File: src/rtl/mul_div_unit_if.sv
// mul_div_unit_if: request/response bundle between the execute stage and the
// multiply/divide unit.
//   master (execute stage): drives in_valid, in_op, in_src1, in_src2, cancel;
//                           observes in_ready, busy, done, hi, lo
//   slave  (mul_div_unit) : the reverse
interface mul_div_unit_if #(
    parameter int XLEN = 32
);
    logic            in_valid;
    logic            in_ready;
    logic [2:0]      in_op;
    logic [XLEN-1:0] in_src1;
    logic [XLEN-1:0] in_src2;
    logic            cancel;
    logic            busy;
    logic            done;
    logic [XLEN-1:0] hi;
    logic [XLEN-1:0] lo;

    modport master (
        output in_valid, in_op, in_src1, in_src2, cancel,
        input  in_ready, busy, done, hi, lo
    );

    modport slave (
        input  in_valid, in_op, in_src1, in_src2, cancel,
        output in_ready, busy, done, hi, lo
    );
endinterface

File: src/rtl/mul_div_unit.sv
// mul_div_unit: multiply/divide unit with architectural HI/LO registers.
//   MULT/MULTU on a MUL_STAGES-deep multiplier pipeline, DIV/DIVU on an
//   iterative restoring radix-2 divider (one quotient bit per cycle),
//   MTHI/MTLO direct writes. Reserved ops 6/7 complete as no-ops.
// Ports:
//   clk    - rising-edge clock
//   resetn - asynchronous active-low reset
//   bus    - slave side of mul_div_unit_if (valid/ready request, cancel,
//            busy, one-cycle done pulse, hi/lo registers)
module mul_div_unit #(
    parameter int XLEN       = 32,
    parameter int MUL_STAGES = 2
) (
    input  logic           clk,
    input  logic           resetn,
    mul_div_unit_if.slave  bus
);
    typedef enum logic [1:0] {
        S_IDLE,
        S_MUL,
        S_DIV
    } state_t;

    localparam int CW = $clog2(XLEN + MUL_STAGES + 1);

    state_t            state;
    logic [CW-1:0]     count;
    logic [XLEN-1:0]   hi_q, lo_q;
    logic              done_q;

    // divider datapath: dvd_q shifts the dividend out and the quotient in
    logic [XLEN-1:0]   dvd_q, rem, dvs;
    logic              s1, s2;

    logic              in_ready;
    logic              accept;

    assign in_ready = (state == S_IDLE) && !bus.cancel;
    assign accept   = bus.in_valid && in_ready;

    // ---------------- multiplier ----------------
    // Product of the current inputs enters the pipe every cycle; only the
    // value captured in the accept cycle reaches the last stage when the
    // MUL state finishes, so the pipe needs no enable.
    logic              mul_signed;
    logic [2*XLEN-1:0] mul_a, mul_b, mul_p;
    logic [2*XLEN-1:0] mul_pipe [MUL_STAGES];

    assign mul_signed = (bus.in_op == 3'd0);
    assign mul_a = {{XLEN{mul_signed & bus.in_src1[XLEN-1]}}, bus.in_src1};
    assign mul_b = {{XLEN{mul_signed & bus.in_src2[XLEN-1]}}, bus.in_src2};
    assign mul_p = mul_a * mul_b;

    always_ff @(posedge clk) begin
        mul_pipe[0] <= mul_p;
        for (int unsigned i = 1; i < MUL_STAGES; i++)
            mul_pipe[i] <= mul_pipe[i-1];
    end

    // ---------------- divider ----------------
    logic              div_signed;
    logic              src1_neg, src2_neg;
    logic [XLEN-1:0]   abs1, abs2;
    logic [XLEN:0]     rem_sh;
    logic              ge;
    logic [XLEN-1:0]   rem_nx, q_nx, q_fix, r_fix;

    assign div_signed = (bus.in_op == 3'd2);
    assign src1_neg   = div_signed & bus.in_src1[XLEN-1];
    assign src2_neg   = div_signed & bus.in_src2[XLEN-1];
    assign abs1       = src1_neg ? -bus.in_src1 : bus.in_src1;
    assign abs2       = src2_neg ? -bus.in_src2 : bus.in_src2;

    // Restoring step; the remainder after subtraction is always < dvs, so
    // the XLEN-bit subtraction cannot lose information.
    assign rem_sh = {rem, dvd_q[XLEN-1]};
    assign ge     = rem_sh >= {1'b0, dvs};
    assign rem_nx = ge ? (rem_sh[XLEN-1:0] - dvs) : rem_sh[XLEN-1:0];
    assign q_nx   = {dvd_q[XLEN-2:0], ge};
    assign q_fix  = (s1 ^ s2) ? -q_nx : q_nx;
    assign r_fix  = s1 ? -rem_nx : rem_nx;

    // ---------------- control ----------------
    always_ff @(posedge clk or negedge resetn) begin
        if (!resetn) begin
            state  <= S_IDLE;
            count  <= '0;
            hi_q   <= '0;
            lo_q   <= '0;
            done_q <= 1'b0;
            dvd_q  <= '0;
            rem    <= '0;
            dvs    <= '0;
            s1     <= 1'b0;
            s2     <= 1'b0;
        end else begin
            done_q <= 1'b0;
            case (state)
                S_IDLE: begin
                    if (accept) begin
                        case (bus.in_op)
                            3'd0, 3'd1: begin
                                state <= S_MUL;
                                count <= CW'(MUL_STAGES - 1);
                            end
                            3'd2, 3'd3: begin
                                state <= S_DIV;
                                count <= CW'(XLEN - 1);
                                dvd_q <= abs1;
                                dvs   <= abs2;
                                rem   <= '0;
                                s1    <= src1_neg;
                                s2    <= src2_neg;
                            end
                            3'd4: begin
                                hi_q   <= bus.in_src1;
                                done_q <= 1'b1;
                            end
                            3'd5: begin
                                lo_q   <= bus.in_src1;
                                done_q <= 1'b1;
                            end
                            default: done_q <= 1'b1;
                        endcase
                    end
                end
                S_MUL: begin
                    if (bus.cancel) begin
                        state <= S_IDLE;
                    end else if (count == '0) begin
                        {hi_q, lo_q} <= mul_pipe[MUL_STAGES-1];
                        done_q       <= 1'b1;
                        state        <= S_IDLE;
                    end else begin
                        count <= count - 1'b1;
                    end
                end
                S_DIV: begin
                    if (bus.cancel) begin
                        state <= S_IDLE;
                    end else begin
                        rem   <= rem_nx;
                        dvd_q <= q_nx;
                        if (count == '0) begin
                            lo_q   <= q_fix;
                            hi_q   <= r_fix;
                            done_q <= 1'b1;
                            state  <= S_IDLE;
                        end else begin
                            count <= count - 1'b1;
                        end
                    end
                end
                default: state <= S_IDLE;
            endcase
        end
    end

    assign bus.in_ready = in_ready;
    assign bus.busy     = (state != S_IDLE);
    assign bus.done     = done_q;
    assign bus.hi       = hi_q;
    assign bus.lo       = lo_q;
endmodule

File: src/flat_wrapper.sv
// flat-port wrapper written by rule: the top's interface ports become plain ports
module mul_div_unit_flat 
#(
    parameter int XLEN       = 32,
    parameter int MUL_STAGES = 2
)
  (clk, resetn, bus_in_valid, bus_in_op, bus_in_src1, bus_in_src2, bus_cancel, bus_in_ready, bus_busy, bus_done, bus_hi, bus_lo);
  mul_div_unit_if #(.XLEN(XLEN)) bus_i ();
  input  logic clk;
  input  logic resetn;
  input wire logic [$bits(bus_i.in_valid)-1:0] bus_in_valid;
  input wire logic [$bits(bus_i.in_op)-1:0] bus_in_op;
  input wire logic [$bits(bus_i.in_src1)-1:0] bus_in_src1;
  input wire logic [$bits(bus_i.in_src2)-1:0] bus_in_src2;
  input wire logic [$bits(bus_i.cancel)-1:0] bus_cancel;
  output wire logic [$bits(bus_i.in_ready)-1:0] bus_in_ready;
  output wire logic [$bits(bus_i.busy)-1:0] bus_busy;
  output wire logic [$bits(bus_i.done)-1:0] bus_done;
  output wire logic [$bits(bus_i.hi)-1:0] bus_hi;
  output wire logic [$bits(bus_i.lo)-1:0] bus_lo;
  assign bus_i.in_valid = bus_in_valid;
  assign bus_i.in_op = bus_in_op;
  assign bus_i.in_src1 = bus_in_src1;
  assign bus_i.in_src2 = bus_in_src2;
  assign bus_i.cancel = bus_cancel;
  assign bus_in_ready = bus_i.in_ready;
  assign bus_busy = bus_i.busy;
  assign bus_done = bus_i.done;
  assign bus_hi = bus_i.hi;
  assign bus_lo = bus_i.lo;
  mul_div_unit #(.XLEN(XLEN), .MUL_STAGES(MUL_STAGES)) u_core (.clk(clk), .resetn(resetn), .bus(bus_i));
endmodule
File: config.mk
export PLATFORM = sky130hd
export DESIGN_NAME = mul_div_unit_flat
export DESIGN_NICKNAME = d
export VERILOG_FILES = /design/src/rtl/mul_div_unit_if.sv /design/src/rtl/mul_div_unit.sv /design/src/flat_wrapper.sv
export SDC_FILE = /design/constraint.sdc
export NUM_CORES = 2
export LEC_CHECK = 0
export ABC_CLOCK_PERIOD_IN_PS = 5700
export CORE_ASPECT_RATIO = 1.4
export CORE_MARGIN = 10
export CORE_UTILIZATION = 60
export DETAILED_ROUTE_END_ITERATION = 8
export PLACE_DENSITY = 0.78
export SYNTH_ARGS = -nofsm -noshare
export SYNTH_HDL_FRONTEND = slang
export SYNTH_SLANG_ARGS = --single-unit
File: constraint.sdc
create_clock -name clk -period 5.7 [get_ports clk]
set_input_delay 0.855 -clock clk [delete_from_list [all_inputs] [get_ports clk]]
set_output_delay 0.855 -clock clk [all_outputs]
set_load 0.1 [all_outputs]
# Word level (Yosys, flattened, before mapping)
# Memories as Yosys holds them, arrays and structs flattened.
# Index checks and enable logic that the tools add are counted.
# word_totals
register_bits	171
mem_bits_rw	128
inputBits	71
output_inout_bits	67
wordCells	105
mem_count	1
# classes
addsub	6
multipliers	1
magnitude_cmp	1
eq_ne	19
mux	42
n_bitwise	5
n_reduce_logical	20
# memory_table
memory	depth	word_bits	rd	rd_clocked_by_memory_dff	write_ports	line_no	text
u_core.mul_pipe	2	64	2	0	2	mul_div_unit.sv:47	logic [2*XLEN-1:0] mul_pipe [MUL_STAGES];
# op_table
op	n
$mux 32	23
$pmux 32 s3	2
$neg 32->32	4
$pmux 32 s2	2
$mul 33x33->64	1
$ge 33x32->1	1
$sub 32x32->32	1
$pmux 6 s2	2
$mux 6	3
$ne 2x2->1 const B	7
$reduce_and 7->1	2
$pmux 2 s2	2
$eq 3x2->1 const B	2
$eq 3x3->1 const B	2
$logic_not 6->1	1
$mux 2	3
$ne 2x1->1 const B	3
$reduce_and 3->1	2
$reduce_bool 2->1	3
$reduce_or 2->1	3
$sub 6x1->6 const B	1
$reduce_and 5->1	1
$and 1x1->1	4
$mux 1	4
14 further kinds	15

# Depth between registers and ports, before layout
# depth
ltp_word	7
mapped_depth	34
mapped_depth_nobuf	31

# Worst setup path before layout
# Ideal clock, no wire load.
# synth_path
kind	input port to flip-flop
start	in bus_in_op[1]
end	mem u_core.mul_pipe[0][61] (netlist bit)
setup_time_ns	0.072
arrival_time_ns	9.199
t_required_ns	5.628
setup_slack_ns	-3.571
cell_stages	30
n_path_buf	3
path_cell_list	clkbuf_1 > nor3_1 > and2_1 > clkbuf_1 > clkbuf_1 > nand2_1 > inv_1 > fa_1 > fa_1 > fa_1 > inv_1 > fa_1 > inv_1 > fa_1 > fa_1 > inv_1 > fa_1 > fa_1 > inv_1 > ha_1 > a21o_1 > a21o_1 > a21oi_1 > o21bai_1 > a21oi_1 > nand2b_1 > a31oi_1 > a31o_2 > a21oi_1 > xnor2_1
# synth_lines
item	line_no	text
start, declared	flat_wrapper.sv:12	input wire logic [$bits(bus_i.in_op)-1:0] bus_in_op;
end, declared	mul_div_unit.sv:47	

==> flow_summary.toml <==
[run_status]
status = "complete, but fails checks"
violations = "setup timing"

[logic_synthesis]
synth_cell_type_count = 82
yosys.area.top_type_share_pct = 42.4
syn_avg_cell_area_um2 = 8.99
syn-cell-area_mm2 = 0.0532
synthFlopType = "dfrtp_1"
ys_warn_count = 0
syn_inst = 5917
ys_top_cells_by_area = "fa_1, inv_1, dfrtp_1"
ys_seq_elements = 299
synth_edf_count = 0
synthTopCellsByCount = "inv_1, fa_1, nand2_1"
synth.most_common_cell = "inv_1"
synthArstFlopShare_pct = 57.2
seq_area_frac_synth_pct = 12.9
syn_nets = 7368
synth_area_leader_cell = "fa_1"

[critical_path]
r2r_slack_ns = 0.31
r2r_end = "u_core.bus.hi[20]"
criticalPathCategory = "in2reg"
startpoint = "bus_in_op[1]"
arrival_ns = 8.69
critPathMaxStageDelay_ns = 0.65
start_kind = "primary input"
crit_required_ns = 6.24
critPathMaxFanout = 8
cp-end-kind = "register"
r2r_start = "u_core.rem[18]"
critPathSlowestCell = "fa_2"
ff2ff_path_depth = 23

[clocking]
clkTransAtPathRegs_ns = 0.07
cts_sinks = 299
htreeDepth = 1
cts_tree = "built"
clock_latency_ns = 0.61
clock_path_buffers = 3
cts_hold_buf = 0
cts_buffers = 29
cts-root-buf = "clkbuf_16"

[finish]
area_growth_pct = 22.6
final_nets = 7934
drive_gt1_share_pct = 19.0
multi_input_area_mm2 = 0.0424
seqCellArea_mm2 = 0.00684
num-fill-cells = 5929
fin_area_mm2 = 0.0652

[sta]
hold_viol = 0
worstMarginPinSlew_ns = 1.12
fin_skew_ns = 0.0218
timing.fmax_ghz = 0.123
slew_headroom_pct = 25.5
min_period_ns = 8.15
fin_hold_ws_ns = 0.0390
rsz0062_at_grt = "true"
finalSetupViolations = 51
min_period_over_period_pct = 143
fin_ws_ns = -2.45
slew_viol_final = 0

[floorplanning]
die_y_um = 372
core_mm2 = 0.0881
fp.dieW_um = 272
start_util_pct = 60.3
num_rows = 129
dieArea_mm2 = 0.101
io_pins = 138

[routing]
dr.pass1.iters = 8
routed_wl_um = 200000
wl_per_cell_um = 26.0
drc = 0
first_iter_violations = 4615
antenna_left = 0
vias_per_cell = 6.06
vias = 46644

[placement]
dpl.hpwl_um = 146000
dp_slack_ns = -3.55
post_dp_cell_area_mm2 = 0.0605
placement.io_buffers = 137
gp_congestion = 1.03

[global_routing]
grt_pass1_vias = 49566
grtUsageTotal_pct = 38.7
grt_max_degree = 166
antenna_found_initial = 13
grt_pass1_wl_um = 292000
overflow = 0

[worst_hold_path]
hp-class = "in2async"

[flow_run]
drv_cap = 0
-- how the worst max path moves through the flow --
stage / endpoint / slack, ns
2_1_floorplan: u_core.mul_pipe[0][61] / -2.51
3_3_place_gp: u_core.mul_pipe[0][63] / -3.46
3_5_place_dp: u_core.mul_pipe[0][61] / -3.55
4_1_cts: u_core.mul_pipe[0][60] / -2.22
5_1_grt: u_core.mul_pipe[0][60] / -2.55
6_report: u_core.mul_pipe[0][60] / -2.45
-- cell type report --
type                       instances  area share [%]
timing repair buffer             895            13.8
multi-input combinational       4079            65.0
tap                             1179            2.26
clock inverter                    16           0.326
antenna                           11          0.0422
inverter                        1179            6.81
clock buffer                      37            1.22
sequential                       299            10.5
-- state kept, by name (all words and copies together), names as in the netlist --
signal / flops
u_core.s1: 1
u_core.bus.done: 1
u_core.bus.hi: 32
u_core.mul_pipe: 128
u_core.s2: 1
u_core.state: 2
u_core.dvd_q: 32
u_core.bus.lo: 32
u_core.rem: 32
u_core.dvs: 32
u_core.count: 6
-- per-layer routing --
layer / share of wire [%] / GRT usage [%]
met5: 0.043 / 0
met4: 12 / 36.2
met3: 11 / 9.82
met2: 47 / 63.4
met1: 30 / 40.4
-- kinds of logic after synthesis --
group,synth area share (%)
compound gates,8.71
xor+xnor,3.49
fa+ha+maj,48.4
buf+inv,10.9
flops,12.9
mux,0.419
simple gates,15.3
-- through the flow --
stage,setup TNS (ns),std cells,util (%)
after CTS,-73.86,7647,72.7
final,-85.20,7695,74.0
after global placement,-129.77,7475,68.7
after floorplan,-74.14,5917,-
after detailed placement,-134.18,7475,68.7
after global routing,-89.17,7689,74.0
-- repair_timing --
item	4_1_cts	5_1_grt
endpoints found under the setup margin	53	55
cloned	14	2
resized for setup	360	274
pin swaps	260	213
buffers inserted	116	55
-- cell usage in the layout (no fill, tap or decap), types with 40 or more instances in the layout --
| cell | n |
|---|---|
| buf_6 | 102 |
| buf_12 | 101 |
| a21oi_1 | 128 |
| and2_1 | 337 |
| ha_1 | 210 |
| inv_1 | 1123 |
| clkdlybuf4s50_1 | 70 |
| dfrtp_1 | 171 |
| fa_1 | 1066 |
| fa_2 | 60 |
| o21ai_0 | 158 |
| buf_4 | 553 |
| xnor2_1 | 108 |
| nor2_1 | 199 |
| nand2_1 | 912 |
| a221oi_1 | 46 |
| dfxtp_1 | 128 |
| inv_2 | 50 |
| a21o_1 | 42 |
| ha_4 | 40 |
| xor2_1 | 78 |
| o31ai_1 | 72 |
-- worst max-delay path, delay by kind of cell --
family / cells / cell delay, ns
xor gates and xnor gates: 1 / 0.12
buffers and inverters: 9 / 1.10
AOI/OAI and AO/OA: 9 / 1.68
adders and majority gates: 9 / 4.36
and+or+nand+nor: 4 / 0.55
Power is not shown: default switching activity piles up to over one toggle a cycle in this logic, so the estimate is an artifact.
